[config.mk]
export PLATFORM = sky130hd
export DESIGN_NAME = mdu_hilo_ctrl
export DESIGN_NICKNAME = d
export VERILOG_FILES = /design/src/rtl/mdu_pkg.sv /design/src/rtl/mdu_hilo_regs.sv /design/src/rtl/mdu_hilo_ctrl.sv
export SDC_FILE = /design/constraint.sdc
export NUM_CORES = 1
export LEC_CHECK = 0
export ABC_AREA = 1
export BUFFER_PORTS_ARGS = -buffer_cell sky130_fd_sc_hd__buf_2
export CORE_MARGIN = 3
export CORE_UTILIZATION = 57
export CTS_CLUSTER_DIAMETER = 30
export CTS_CLUSTER_SIZE = 8
export DETAILED_ROUTE_END_ITERATION = 12
export GPL_TIMING_DRIVEN = 0
export PLACE_DENSITY_LB_ADDON = 0.15
export SKIP_LAST_GASP = 1
export SYNTH_ARGS = -nofsm -noshare
export SYNTH_HDL_FRONTEND = slang
export SYNTH_SLANG_ARGS = --single-unit
[constraint.sdc]
create_clock -name clk -period 3.9 [get_ports clk]
set_clock_uncertainty 0.1 [all_clocks]
set_input_delay 0.78 -clock clk [delete_from_list [all_inputs] [get_ports clk]]
set_output_delay 0.78 -clock clk [all_outputs]
set_load 0.005 [all_outputs]
[src/rtl/mdu_pkg.sv]
// Shared encodings for the multiply/divide HI/LO controller: opcodes, FSM states
// and small opcode-decode helpers.
package mdu_pkg;

    typedef enum logic [2:0] {
        OP_NONE  = 3'd0,
        OP_MULT  = 3'd1,
        OP_MULTU = 3'd2,
        OP_DIV   = 3'd3,
        OP_DIVU  = 3'd4,
        OP_MTHI  = 3'd5,
        OP_MTLO  = 3'd6
    } mdu_op_e;

    typedef enum logic [1:0] {
        ST_IDLE = 2'd0,
        ST_BUSY = 2'd1,
        ST_DONE = 2'd2
    } mdu_state_e;

    function automatic logic is_muldiv(input logic [2:0] op);
        case (mdu_op_e'(op))
            OP_MULT, OP_MULTU, OP_DIV, OP_DIVU: is_muldiv = 1'b1;
            default:                            is_muldiv = 1'b0;
        endcase
    endfunction

    function automatic logic is_signed(input logic [2:0] op);
        case (mdu_op_e'(op))
            OP_MULT, OP_DIV: is_signed = 1'b1;
            default:         is_signed = 1'b0;
        endcase
    endfunction

    function automatic logic is_div(input logic [2:0] op);
        case (mdu_op_e'(op))
            OP_DIV, OP_DIVU: is_div = 1'b1;
            default:         is_div = 1'b0;
        endcase
    endfunction

endpackage

[src/rtl/mdu_hilo_regs.sv]
// Architectural HI/LO registers plus the result buffer that holds an MDU result
// until its instruction leaves EX.
module mdu_hilo_regs (
    input  logic        clk,
    input  logic        rst,
    input  logic        buf_we,
    input  logic [63:0] buf_d,
    input  logic        commit,
    input  logic        clear,
    input  logic        hi_we,
    input  logic        lo_we,
    input  logic [31:0] wdata,
    output logic [31:0] hi,
    output logic [31:0] lo
);

    logic [31:0] hi_r;
    logic [31:0] lo_r;
    logic [63:0] buf_r;

    // Result buffer capture and HI/LO update; watchdog clear outranks commit and moves.
    always_ff @(posedge clk or negedge rst) begin
        if (!rst) begin
            hi_r  <= 32'd0;
            lo_r  <= 32'd0;
            buf_r <= 64'd0;
        end else begin
            if (buf_we) begin
                buf_r <= buf_d;
            end
            if (clear) begin
                hi_r <= 32'd0;
                lo_r <= 32'd0;
            end else if (commit) begin
                hi_r <= buf_r[63:32];
                lo_r <= buf_r[31:0];
            end else begin
                if (hi_we) begin
                    hi_r <= wdata;
                end
                if (lo_we) begin
                    lo_r <= wdata;
                end
            end
        end
    end

    assign hi = hi_r;
    assign lo = lo_r;

endmodule

[src/rtl/mdu_hilo_ctrl.sv]
// Execute-stage sequencer for the multi-cycle mul/div unit; commits HI/LO only when
// the owning instruction leaves EX unflushed, so flushes never corrupt HI/LO.
module mdu_hilo_ctrl
    import mdu_pkg::*;
#(
    parameter int MAX_CYCLES = 64,
    parameter int CNT_W      = 7
) (
    input  logic        clk,
    input  logic        rst,
    input  logic        op_valid,
    input  logic [2:0]  op,
    input  logic [31:0] src_a,
    input  logic [31:0] src_b,
    input  logic        hold,
    input  logic        flush,
    output logic        stall,
    output logic        mdu_start,
    output logic        mdu_annul,
    output logic        mdu_signed,
    output logic        mdu_is_div,
    output logic [31:0] mdu_a,
    output logic [31:0] mdu_b,
    input  logic        mdu_ready,
    input  logic [63:0] mdu_result,
    output logic [31:0] hi,
    output logic [31:0] lo,
    output logic        timeout
);

    mdu_state_e        state_r;
    mdu_state_e        next_state_s;
    logic              start_r;
    logic [CNT_W-1:0]  cnt_r;
    logic              timeout_r;
    logic [31:0]       a_r;
    logic [31:0]       b_r;
    logic              signed_r;
    logic              is_div_r;

    logic issue_s;
    logic stall_s;
    logic annul_s;
    logic buf_we_s;
    logic commit_s;
    logic clear_s;
    logic wd_fire_s;
    logic hi_we_s;
    logic lo_we_s;

    // Next-state and control decode; ready is ignored in the start cycle (start_r high).
    always_comb begin
        next_state_s = state_r;
        issue_s      = 1'b0;
        stall_s      = 1'b0;
        annul_s      = 1'b0;
        buf_we_s     = 1'b0;
        commit_s     = 1'b0;
        clear_s      = 1'b0;
        wd_fire_s    = 1'b0;
        hi_we_s      = 1'b0;
        lo_we_s      = 1'b0;
        case (state_r)
            ST_IDLE: begin
                if (op_valid && !flush && is_muldiv(op)) begin
                    issue_s      = 1'b1;
                    stall_s      = 1'b1;
                    next_state_s = ST_BUSY;
                end else if (op_valid && !flush && !hold) begin
                    hi_we_s = (mdu_op_e'(op) == OP_MTHI);
                    lo_we_s = (mdu_op_e'(op) == OP_MTLO);
                end else begin
                    next_state_s = ST_IDLE;
                end
            end
            ST_BUSY: begin
                stall_s = 1'b1;
                if (flush) begin
                    annul_s      = 1'b1;
                    next_state_s = ST_IDLE;
                end else if (!start_r && mdu_ready) begin
                    buf_we_s     = 1'b1;
                    next_state_s = ST_DONE;
                end else if (cnt_r == CNT_W'(MAX_CYCLES)) begin
                    annul_s      = 1'b1;
                    wd_fire_s    = 1'b1;
                    clear_s      = 1'b1;
                    next_state_s = ST_IDLE;
                end else begin
                    next_state_s = ST_BUSY;
                end
            end
            ST_DONE: begin
                if (flush) begin
                    next_state_s = ST_IDLE;
                end else if (!hold) begin
                    commit_s     = 1'b1;
                    next_state_s = ST_IDLE;
                end else begin
                    next_state_s = ST_DONE;
                end
            end
            default: begin
                next_state_s = ST_IDLE;
            end
        endcase
    end

    // State, start pulse, operand latch, BUSY-cycle counter and sticky timeout.
    always_ff @(posedge clk or negedge rst) begin
        if (!rst) begin
            state_r   <= ST_IDLE;
            start_r   <= 1'b0;
            cnt_r     <= CNT_W'(0);
            timeout_r <= 1'b0;
            a_r       <= 32'd0;
            b_r       <= 32'd0;
            signed_r  <= 1'b0;
            is_div_r  <= 1'b0;
        end else begin
            state_r <= next_state_s;
            start_r <= issue_s;
            if (issue_s) begin
                a_r      <= src_a;
                b_r      <= src_b;
                signed_r <= is_signed(op);
                is_div_r <= is_div(op);
                cnt_r    <= CNT_W'(1);
            end else if (state_r == ST_BUSY) begin
                cnt_r <= cnt_r + CNT_W'(1);
            end
            if (wd_fire_s) begin
                timeout_r <= 1'b1;
            end
        end
    end

    mdu_hilo_regs u_regs (
        .clk    (clk),
        .rst    (rst),
        .buf_we (buf_we_s),
        .buf_d  (mdu_result),
        .commit (commit_s),
        .clear  (clear_s),
        .hi_we  (hi_we_s),
        .lo_we  (lo_we_s),
        .wdata  (src_a),
        .hi     (hi),
        .lo     (lo)
    );

    assign stall      = stall_s;
    assign mdu_annul  = annul_s;
    assign mdu_start  = start_r;
    assign mdu_signed = signed_r;
    assign mdu_is_div = is_div_r;
    assign mdu_a      = a_r;
    assign mdu_b      = b_r;
    assign timeout    = timeout_r;

endmodule

==> results.cfg <==
[routing]
first_iter_violations = 947
post_drt_wl_per_cell_um = 16.7
dr.pass1.iters = 7
num_vias = 9757
antenna_left = 0
drc = 0
wl_um = 30100
via_per_inst = 5.42

[setup_path]
worstPathArrival_ps = 1900
cp-startpoint = cnt_r[0]
cpPeakStageDelay_ps = 410
crit_path_max_fanout = 4
worstPathRequired_ps = 3020
slowest_stage = dfrtp_1
cp-start-kind = flop
endpoint_kind = output pin
path_class = flop to output pin
timing.rr.start = state_r[0]
rr_worst_depth = 7
worstPathCellList = inv_1, ha_1, nand3_1, nor2_1, o21ai_0, a21oi_1, buf_2

[synthesis]
synth_top_area_share_pct = 53.6
yosysTopAreaCell = dfrtp_1
yosysWarnings = 0
syn_area_um2 = 9570
synth_area_leaders = dfrtp_1 54%, nand2_1 25%, nand3_1 7.5%
synth_cell_types = 23
synth-simple-area-share_pct = 37.4
avgSynthCellArea_um2 = 7.71
synth_top_family_by_area = simple AND/OR/NAND/NOR gates
yosysSeqAreaShare_pct = 53.6
synth_xor_area_share_pct = 0.275
synth.net_count = 1381
ys_ff_latch = 205
synth.mux.area_fraction_pct = 0
synth-compound-area-share_pct = 0.641
synth_adder_area_share_pct = 0.261
synth_cells = 1242

[clock_network]
clockBufferDepth = 3
clock_latency_ps = 500
htree_num_levels = 2
cts-root-buf = clkbuf_16
cts_made_buffers = 41
cts_sinks = 205
ctsResizeCount = 0
clk_pin_slew_worst_paths_ps = 50
cts_setup_buffers = 0
cts_tree = built
holdBufCountCts = 0

[run_status]
status = completed

[timing]
tns_ps = 0
rsz0062_at_grt = false
drv_slew = 0
fin_crit_ps = 2780
maxSlewHeadroom_pct = 51.0
timing.final.hold_violations = 0
setup_violations = 0
fmax_mhz = 360
worst_pin_slew_ps = 735
fin_worst_hold_slack_ps = 188
fin_crit_sh_pct = 71.3

[floorplanning]
die_y_um = 136
core_area_um2 = 16200
start_util_pct = 59.2
die_area_um2 = 18400
io_pins = 271
rows = 46
die_x_um = 136

[power]
p_leak_uw = 0.00756
power.total_uw = 8070
peakVddDrop_v = 0.000406
power_density_nw_per_um2 = 639

[worst_hold_path]
hold_class = primary input to asynchronous set/reset pin

[global_route]
track_usage_pct = 32.9
grt_pass1_vias = 9303
antenna_found_initial = 2
grt_pass1_wl_um = 47700
grt_max_degree = 111
gr-total-overflow = 0

[run]
cap_violations = 0

[placed_design]
gp_congestion = 0.912
port_buffers = 270
placed_cells = 1729
hpwl_um = 20500

[cells_and_area]
most-common-layout-cells = 630 x nand2_1, 307 x buf_2, 205 x dfrtp_1
area_delta_synth_final_pct = 31.9
stdcell_count = 1801
final_common_cell = nand2_1
final_nets = 1695
drive_above_1_share_pct = 25.0
-- per-layer routing --
metal | share of wire [%] | track usage (%)
met1 | 39 | 44.3
met2 | 47 | 52.8
met3 | 9.4 | 6.02
met4 | 4.4 | 14.1
met5 | 0.023 | 0
-- flip-flops by register name, summed over array words and instances (netlist names), 2 cells and up --
name	count
u_regs.lo	32
u_regs.buf_r	64
mdu_b	32
mdu_a	32
u_regs.hi	32
state_r	2
cnt_r	7
-- worst max-delay path, delay by kind of cell, from the launching register on --
kind | cells | cell delay (ps)
AO/OA/AOI/OAI | 2 | 280
flip-flops | 1 | 410
adder cells (fa/ha/maj) | 1 | 160
AND/OR/NAND/NOR | 2 | 310
buffers and inverters | 2 | 240
-- synthesized netlist by cell type (all sizes together) --
library cell and number:
clkbuf 26, or2 1, nor3 2, xor2 2
dfrtp 205, nand2 633, ha 2, nand4 64
o22ai 3, a21oi 1, buf 59, nor2 9
xnor2 1, o31ai 1, inv 81, nand3 146
o21ai 6
-- report_power, final --
part           switching [uW]  leakage [uW]  internal [uW]  total (uW)
Sequential                366       0.00260           2750        3110
Combinational             779       0.00428            658        1440
Clock                    1080      0.000673           2440        3520
-- final timing paths --
path                              endpoint  slack, ps
max in group asynchronous     u_regs.lo[5]       2510
min in group clk                 mdu_b[11]        370
min reg2reg                u_regs.buf_r[1]        370
min                               mdu_b[5]        190
max                              mdu_annul       1120
max reg2reg                  u_regs.lo[22]       1790
-- area by class of cell --
type                       instances  area, um2
clock inverter                    16        240
inverter                          81        304
multi-input combinational        871       3690
timing repair buffer             271       1390
sequential                       205       5130
fill                            1187       3550
tap                              216        270
antenna                            1       2.50
buffer                            85        449
clock buffer                      55       1150
-- per-stage QoR --
step | setup slack, ps | util (%) | instance area (um2)
CTS | 1140 | 78.0 | 12600
floorplan | 1720 | - | 9570
finish | 1120 | 78.0 | 12600
global placement | -1440 | 69.2 | 11200
global route | 947 | 78.0 | 12600
detailed placement | 1250 | 69.4 | 11200
-- logic make-up (layout without fill, tap and decap cells) --
kind of cell | count (synthesis) | after routing
AO/OA/AOI/OAI | 11 | 11
XOR/XNOR | 3 | 3
adder cells (fa/ha/maj) | 2 | 2
buffers and inverters | 166 | 508
flip-flops | 205 | 205
other | 0 | 1
AND/OR/NAND/NOR | 855 | 855
Note: power is estimated with default switching activity, not from simulation.
